`src/rtl/spi_input_shifter_if.sv`:
```
// spi_input_shifter_if: pin and fsm-side signals of the SPI input shifter
interface spi_input_shifter_if #(parameter int WIDTH = 8);
  logic sclk_pin, cs_pin, mosi_pin, sr_we, miso_buff;
  logic [WIDTH-1:0] parallel_in, parallel_out;
  logic chip_sel, sclk_pos, sclk_neg, shift_reg_out, byte_done, miso_pin;
  logic [$clog2(WIDTH)-1:0] bit_count;
  modport master (
    output sclk_pin, cs_pin, mosi_pin, sr_we, parallel_in, miso_buff,
    input chip_sel, sclk_pos, sclk_neg, parallel_out, shift_reg_out, bit_count, byte_done, miso_pin
  );
  modport slave (
    input sclk_pin, cs_pin, mosi_pin, sr_we, parallel_in, miso_buff,
    output chip_sel, sclk_pos, sclk_neg, parallel_out, shift_reg_out, bit_count, byte_done, miso_pin
  );
endinterface

```
`src/rtl/spi_input_shifter.sv`:
```
// spi_input_shifter: SPI slave pin synchroniser, edge detector and shift register.
// Define SPI_GLITCH_FILTER_EN to add a FILTER_LEN-sample glitch filter per pin.
module spi_input_shifter #(
  parameter int WIDTH = 8,
  parameter int FILTER_LEN = 3
) (
  input logic clk,
  input logic reset,
  spi_input_shifter_if.slave bus
);
  localparam int BW = $clog2(WIDTH);
  localparam logic [2:0] RST_LVL = 3'b010;
  logic [2:0] pins, s1, s2, lvl;
  logic sclk_q, cs_q, mosi_q, pos_q, neg_q;
  logic [WIDTH-1:0] sr;
  logic [BW-1:0] bc;
  logic bd, load_d, miso_reg, load, shift;
  assign pins = {bus.mosi_pin, bus.cs_pin, bus.sclk_pin};
  always_ff @(posedge clk) begin
    if (reset) begin
      s1 <= RST_LVL;
      s2 <= RST_LVL;
    end else begin
      s1 <= pins;
      s2 <= s1;
    end
  end
`ifdef SPI_GLITCH_FILTER_EN
  localparam int CW = $clog2(FILTER_LEN + 1);
  logic [CW-1:0] cnt [3];
  // A level is accepted only on the FILTER_LEN-th consecutive differing sample
  always_ff @(posedge clk) begin
    for (int i = 0; i < 3; i++) begin
      if (reset) begin
        cnt[i] <= '0;
        lvl[i] <= RST_LVL[i];
      end else if (s2[i] == lvl[i]) cnt[i] <= '0;
      else if (cnt[i] == CW'(FILTER_LEN - 1)) begin
        cnt[i] <= '0;
        lvl[i] <= s2[i];
      end else cnt[i] <= cnt[i] + 1'b1;
    end
  end
`else
  assign lvl = s2;
`endif
  always_ff @(posedge clk) begin
    if (reset) begin
      sclk_q <= 1'b0;
      cs_q <= 1'b1;
      mosi_q <= 1'b0;
      pos_q <= 1'b0;
      neg_q <= 1'b0;
    end else begin
      sclk_q <= lvl[0];
      cs_q <= lvl[1];
      mosi_q <= lvl[2];
      pos_q <= lvl[0] & ~sclk_q;
      neg_q <= ~lvl[0] & sclk_q;
    end
  end
  // A load from the fsm wins over a coincident shift
  assign load = bus.sr_we & ~cs_q;
  assign shift = pos_q & ~cs_q & ~bus.sr_we;
  always_ff @(posedge clk) begin
    if (reset) begin
      sr <= '0;
      bc <= '0;
      bd <= 1'b0;
      load_d <= 1'b0;
      miso_reg <= 1'b0;
    end else begin
      load_d <= load;
      bd <= shift && bc == BW'(WIDTH - 1);
      if (cs_q) bc <= '0;
      else if (shift) bc <= (bc == BW'(WIDTH - 1)) ? '0 : bc + 1'b1;
      if (load) sr <= bus.parallel_in;
      else if (shift) sr <= {sr[WIDTH-2:0], mosi_q};
      if (neg_q | load_d) miso_reg <= sr[WIDTH-1];
    end
  end
  assign bus.chip_sel = cs_q;
  assign bus.sclk_pos = pos_q;
  assign bus.sclk_neg = neg_q;
  assign bus.parallel_out = sr;
  assign bus.shift_reg_out = sr[0];
  assign bus.bit_count = bc;
  assign bus.byte_done = bd;
  assign bus.miso_pin = (bus.miso_buff & ~cs_q) ? miso_reg : 1'b0;
endmodule
```
`src/flat_wrapper.sv`:
```
// flat-port wrapper written by rule: the top's interface ports become plain ports
module spi_input_shifter_flat 
#(
  parameter int WIDTH = 8,
  parameter int FILTER_LEN = 3
)
  (clk, reset, bus_sclk_pin, bus_cs_pin, bus_mosi_pin, bus_sr_we, bus_parallel_in, bus_miso_buff, bus_chip_sel, bus_sclk_pos, bus_sclk_neg, bus_parallel_out, bus_shift_reg_out, bus_bit_count, bus_byte_done, bus_miso_pin);
  spi_input_shifter_if #(.WIDTH(WIDTH)) bus_i ();
  input logic clk;
  input logic reset;
  input wire logic [$bits(bus_i.sclk_pin)-1:0] bus_sclk_pin;
  input wire logic [$bits(bus_i.cs_pin)-1:0] bus_cs_pin;
  input wire logic [$bits(bus_i.mosi_pin)-1:0] bus_mosi_pin;
  input wire logic [$bits(bus_i.sr_we)-1:0] bus_sr_we;
  input wire logic [$bits(bus_i.parallel_in)-1:0] bus_parallel_in;
  input wire logic [$bits(bus_i.miso_buff)-1:0] bus_miso_buff;
  output wire logic [$bits(bus_i.chip_sel)-1:0] bus_chip_sel;
  output wire logic [$bits(bus_i.sclk_pos)-1:0] bus_sclk_pos;
  output wire logic [$bits(bus_i.sclk_neg)-1:0] bus_sclk_neg;
  output wire logic [$bits(bus_i.parallel_out)-1:0] bus_parallel_out;
  output wire logic [$bits(bus_i.shift_reg_out)-1:0] bus_shift_reg_out;
  output wire logic [$bits(bus_i.bit_count)-1:0] bus_bit_count;
  output wire logic [$bits(bus_i.byte_done)-1:0] bus_byte_done;
  output wire logic [$bits(bus_i.miso_pin)-1:0] bus_miso_pin;
  assign bus_i.sclk_pin = bus_sclk_pin;
  assign bus_i.cs_pin = bus_cs_pin;
  assign bus_i.mosi_pin = bus_mosi_pin;
  assign bus_i.sr_we = bus_sr_we;
  assign bus_i.parallel_in = bus_parallel_in;
  assign bus_i.miso_buff = bus_miso_buff;
  assign bus_chip_sel = bus_i.chip_sel;
  assign bus_sclk_pos = bus_i.sclk_pos;
  assign bus_sclk_neg = bus_i.sclk_neg;
  assign bus_parallel_out = bus_i.parallel_out;
  assign bus_shift_reg_out = bus_i.shift_reg_out;
  assign bus_bit_count = bus_i.bit_count;
  assign bus_byte_done = bus_i.byte_done;
  assign bus_miso_pin = bus_i.miso_pin;
  spi_input_shifter #(.WIDTH(WIDTH), .FILTER_LEN(FILTER_LEN)) u_core (.clk(clk), .reset(reset), .bus(bus_i));
endmodule
```
`config.mk`:
```
export PLATFORM = sky130hd
export DESIGN_NAME = spi_input_shifter_flat
export DESIGN_NICKNAME = d
export VERILOG_FILES = /design/src/rtl/spi_input_shifter_if.sv /design/src/rtl/spi_input_shifter.sv /design/src/flat_wrapper.sv
export SDC_FILE = /design/constraint.sdc
export NUM_CORES = 1
export LEC_CHECK = 0
export BUFFER_PORTS_ARGS = -buffer_cell sky130_fd_sc_hd__clkbuf_2
export CAP_MARGIN = 5
export CORE_ASPECT_RATIO = 1.4
export CORE_MARGIN = 4
export CORE_UTILIZATION = 48
export DETAILED_ROUTE_END_ITERATION = 12
export PLACE_DENSITY = 0.88
export SLEW_MARGIN = 20
export SYNTH_ARGS = -nofsm -noshare
export SYNTH_HDL_FRONTEND = slang
export SYNTH_SLANG_ARGS = --single-unit
```
`constraint.sdc`:
```
create_clock -name clk -period 1.15 [get_ports clk]
set_input_delay 0.115 -clock clk [delete_from_list [all_inputs] [get_ports clk]]
set_output_delay 0.115 -clock clk [all_outputs]
set_load 0.01 [all_outputs]
```
After elaboration in Yosys (flattened, before gate mapping)
Cells that the tools add are included.
{"block": "totals", "reg_bits": 25, "word_cells": 32, "in_bits": 15, "out_inout_bits": 17}
{"block": "classes", "bitwise_logic": 11, "n_reduce_logical": 3, "mux": 4, "eq_ne": 1, "addsub": 1}
{"cell": "8-bit 2-to-1 mux", "n": 2}
{"cell": "1-bit AND", "n": 6}
{"cell": "1-bit NOT", "n": 4}
{"cell": "3-bit by 1-bit adder with 3-bit output (second input constant)", "n": 1}
{"cell": "3-bit == test (second input constant)", "n": 1}
{"cell": "3-bit 2-to-1 mux", "n": 1}
{"cell": "2-bit nonzero test", "n": 1}
{"cell": "2-bit OR reduction", "n": 1}
{"cell": "1-bit logical AND", "n": 1}
{"cell": "1-bit 2-to-1 mux", "n": 1}
{"cell": "1-bit OR", "n": 1}

Longest topological paths before layout
{"block": "depth", "word_depth": 5, "depth_mapped": 5, "ltp_nobuf": 5}

Worst setup path after synthesis
OpenSTA, ideal clock, no wires.
{"block": "synth_timing", "path_kind": "register to register", "startpoint": "reg u_core.cs_q, in the netlist u_core.bus.chip_sel", "endpoint": "reg u_core.sr[3], in the netlist u_core.bus.parallel_out[3]", "synth_period_minus_slack_ps": 1117, "t_required_ps": 1071, "stages_incl_launch_ff": 6, "t_arrival_ps": 1038, "n_path_buf": 2, "path_slack_ps": 33, "setup_time_ps": 79, "path_cell_list": "dfxtp_1 buf_6 o21ba_4 buf_8 nor2_2 a211oi_2"}
{"block": "synth_between", "elab_chain_len": 4, "word_cells_on_any_way": 6, "cone_classes": "mux (1); bitwise (4); reduce/logical (1)"}
{"item": "from (decl)", "line": "spi_input_shifter.sv:14", "text": "logic sclk_q, cs_q, mosi_q, pos_q, neg_q;"}
{"item": "from (signal assigned)", "line": "spi_input_shifter.sv:56", "text": "cs_q <= lvl[1];"}
{"item": "1-bit NOT *", "line": "spi_input_shifter.sv:63, spi_input_shifter.sv:64"}
{"item": "1-bit AND (2 in a row)", "line": "spi_input_shifter.sv:64", "text": "assign shift = pos_q & ~cs_q & ~bus.sr_we;"}
{"item": "2-bit nonzero test (no source line)"}
{"item": "to (signal assigned)", "line": "spi_input_shifter.sv:77", "text": "if (load) sr <= bus.parallel_in;"}
{"item": "to (signal assigned)", "line": "spi_input_shifter.sv:78", "text": "else if (shift) sr <= {sr[WIDTH-2:0], mosi_q};"}
{"item": "to (decl)", "line": "spi_input_shifter.sv:15", "text": "logic [WIDTH-1:0] sr;"}
Mark *: on every way between the ends. The rest lies on a longest branch, timed or not.
A chain may end at the register's enable or synchronous reset.

Worst setup path in the final report
{"block": "layout_timing", "startpoint": "reg u_core.cs_q, in the netlist u_core.bus.chip_sel", "endpoint": "out bus_miso_pin"}
{"block": "layout_between", "elab_chain_len": 3}
{"item": "1-bit NOT", "line": "spi_input_shifter.sv:89", "text": "assign bus.miso_pin = (bus.miso_buff & ~cs_q) ? miso_reg : 1'b0;"}
{"item": "1-bit AND", "line": "spi_input_shifter.sv:89"}
{"item": "1-bit 2-to-1 mux", "line": "spi_input_shifter.sv:89"}
{"item": "to (decl)", "line": "flat_wrapper.sv:24", "text": "output wire logic [$bits(bus_i.miso_pin)-1:0] bus_miso_pin;"}
No other way between the ends.

==> flow_summary_export.csv <==
group,metric,value,unit
floorplan,start_util,0.527,
sta,fin_tns_setup,-33.7,ps
final_layout,area_delta_synth_final,34.2,%
synth,ys_warn_count,0,
floorplan,dieArea,2800,um^2
place,dpl.hpwl,1420,um
run_status,violations,"setup timing",
sta,min_period_over_period,1.03,
final_layout,fill_cells,141,
final_layout,antenna_cells,0,
detailed_routing,wire_per_inst,13.3,um
sta,max_freq,845,MHz
synth,syn_avg_cell_area,11.1,um^2
final_layout,mostFrequentLayoutCells,"clkbuf_2 (29), dfxtp_1 (22), mux2i_1 (10), buf_4 (9)",
pwr,p_leak,0.000554,uW
synth,ys_seq_area_frac,0.520,
pwr,p_per_area,1090,nW/um^2
pwr,power,1410,uW
critical_path,cp_data_required_time,1030,ps
synth,async_flop_share,0,
synth,synth_edf_count,0,
synth,synth_cells,87,
run,drv_cap,0,
cts,numCtsBuffers,3,
critical_path,path_buf_inv,2,
global_routing,groute.usage.overall,0.155,
cts,clk_latency,320,ps
place,port-buffer-count,31,
floorplan,fp.dieW,45.8,um
global_routing,grt_max_degree,17,
detailed_routing,dr.first_iter.drc_count,5,
synth,synth_area,962,um^2
cts,htree_levels,1,
sta,finalSetupViolCount,1,
sta,rsz0062_at_grt,"yes",
global_routing,antenna_found_initial,0,
cts,clockBufferDepth,2,
sta,finalWorstSetupSlack,-33.7,ps
floorplan,dieHeight,61.0,um
detailed_routing,ant_nets,0,
synth,ys_types,23,
critical_path,path_max_fanout,2,
synth,synth_seq_cells,25,
detailed_routing,drt_pass1_iterations,3,
detailed_routing,wirelength,1990,um
synth,synth_nets,104,
run_status,status,"complete, but fails checks",
critical_path,startpoint_type,"flop",
critical_path,worstSetupEndpointType,"output port",
pwr,irDropWorstVdd,0.000635,V
final_layout,fin_util,0.708,
sta,relSlewSlack,0.784,
final_layout,largest_reg_flops,8,
final_layout,ff_latch_area,504,um^2
critical_path,worstSetupPathType,"reg2out",
detailed_routing,drc,0,
synth,synth_flop_cell,"dfxtp_1",
critical_path,path_cells,"buf_6, and3b_1, buf_2",
global_routing,grt_pass1_vias,728,
sta,hold_viol,0,
cts,cts_tree,"done",
critical_path,critPathTopFamily,"flip-flops",
place,preCtsSetupSlack,-34.8,ps
detailed_routing,num_vias,764,
critical_path,arrival,1070,ps
cts,root_buffer,"clkbuf_4",
final_layout,nNetsFinal,148,
hold_path,hp-class,"in2reg",
critical_path,critical-path-slowest-cell,"dfxtp_2",
sta,timing.hold.ws,105,ps
floorplan,core,1820,um^2
sta,worst_pin_slew,324,ps
sta,slew_violations,0,
global_routing,grt_pass1_wl,3080,um
floorplan,io_pins,32,
final_layout,final_common_cell,"clkbuf_2",
detailed_routing,via_per_inst,5.09,
floorplan,row_count,18,
cts,clkTransAtPathRegs,130,ps
final_layout,multiInputGateArea,465,um^2
sta,period_needed,1180,ps
sta,fin_skew,6.78,ps
place,gp_congestion,0.711,
cts,cts.sinks,25,
critical_path,cpPeakStageDelay,340,ps
global_routing,grt-ovfl-total,0,
final_layout,drive_above_1_share,0.485,
## routing by layer
layer / track usage / routed length (um) / vias to the layer above
li1: - / - / 384
met4: 0.0976 / 47 / 0
met3: 0.0267 / 69 / 5
met2: 0.278 / 1080 / 18
met5: 0 / 0 / -
met1: 0.160 / 788 / 357
## logic make-up after synthesis
family | synth area share
multiplexers | 0.104
AND/OR/NAND/NOR | 0.207
buffers and inverters | 0.0507
flip-flops | 0.520
adder cells (fa/ha/maj) | 0.0260
AO/OA/AOI/OAI | 0.0923
## path summary, 6_finish.rpt
kind / start / to / slack [ps] / cells past startpoint
min: bus_parallel_in[1] / u_core.bus.parallel_out[1] / 110 / 3
min reg2reg: u_core.sclk_q / u_core.bus.sclk_pos / 420 / 1
max: u_core.bus.chip_sel / bus_miso_pin / -30 / 3
max reg2reg: u_core.bus.bit_count[0] / u_core.bus.bit_count[1] / 50 / 5
## power by group
part | total [uW] | switching, uW | internal, uW
Clock | 380 | 245 | 136
Combinational | 131 | 59.8 | 71.0
Sequential | 898 | 10.9 | 887
Total | 1410 | 315 | 1090
## what timing repair did
action | in CTS | in global routing
hold endpoints to repair | 3 | 0
setup endpoints to repair | 3 | 10
gates resized for setup | 9 | 7
hold buffers | 3 | 0
gates cloned | 0 | 1
setup buffers | 4 | 2
pin swaps | 5 | 3
## Yosys cell counts, drive strengths merged (2+ instances only)
cell type,number,area (um^2)
or2,3,18.8
nor2b,8,50.1
mux2i,10,100
nor3,4,20.0
nand2,2,7.51
ha,2,25.0
buf,4,41.3
clkbuf,2,7.51
a211oi,7,62.6
nor3b,3,22.5
dfxtp,25,500
nor2,10,42.5
## final cells by class
type                       count  area share
multi-input combinational     57       0.360
clock buffer                   4      0.0203
tap                           20      0.0194
sequential                    25       0.391
timing repair buffer          44       0.209
## stage by stage
stage          instance area [um^2]  std cells
6_report                       1290        150
5_1_grt                        1290        150
4_1_cts                        1240        147
3_5_place_dp                   1120        136
3_3_place_gp                   1120        136
2_1_floorplan                   962         87
## worst min-delay path: stages
cell and delay [ps]:
clkbuf_2 80, mux2i_1 120, a211oi_1 80
Power figures use the tool's default switching activity.
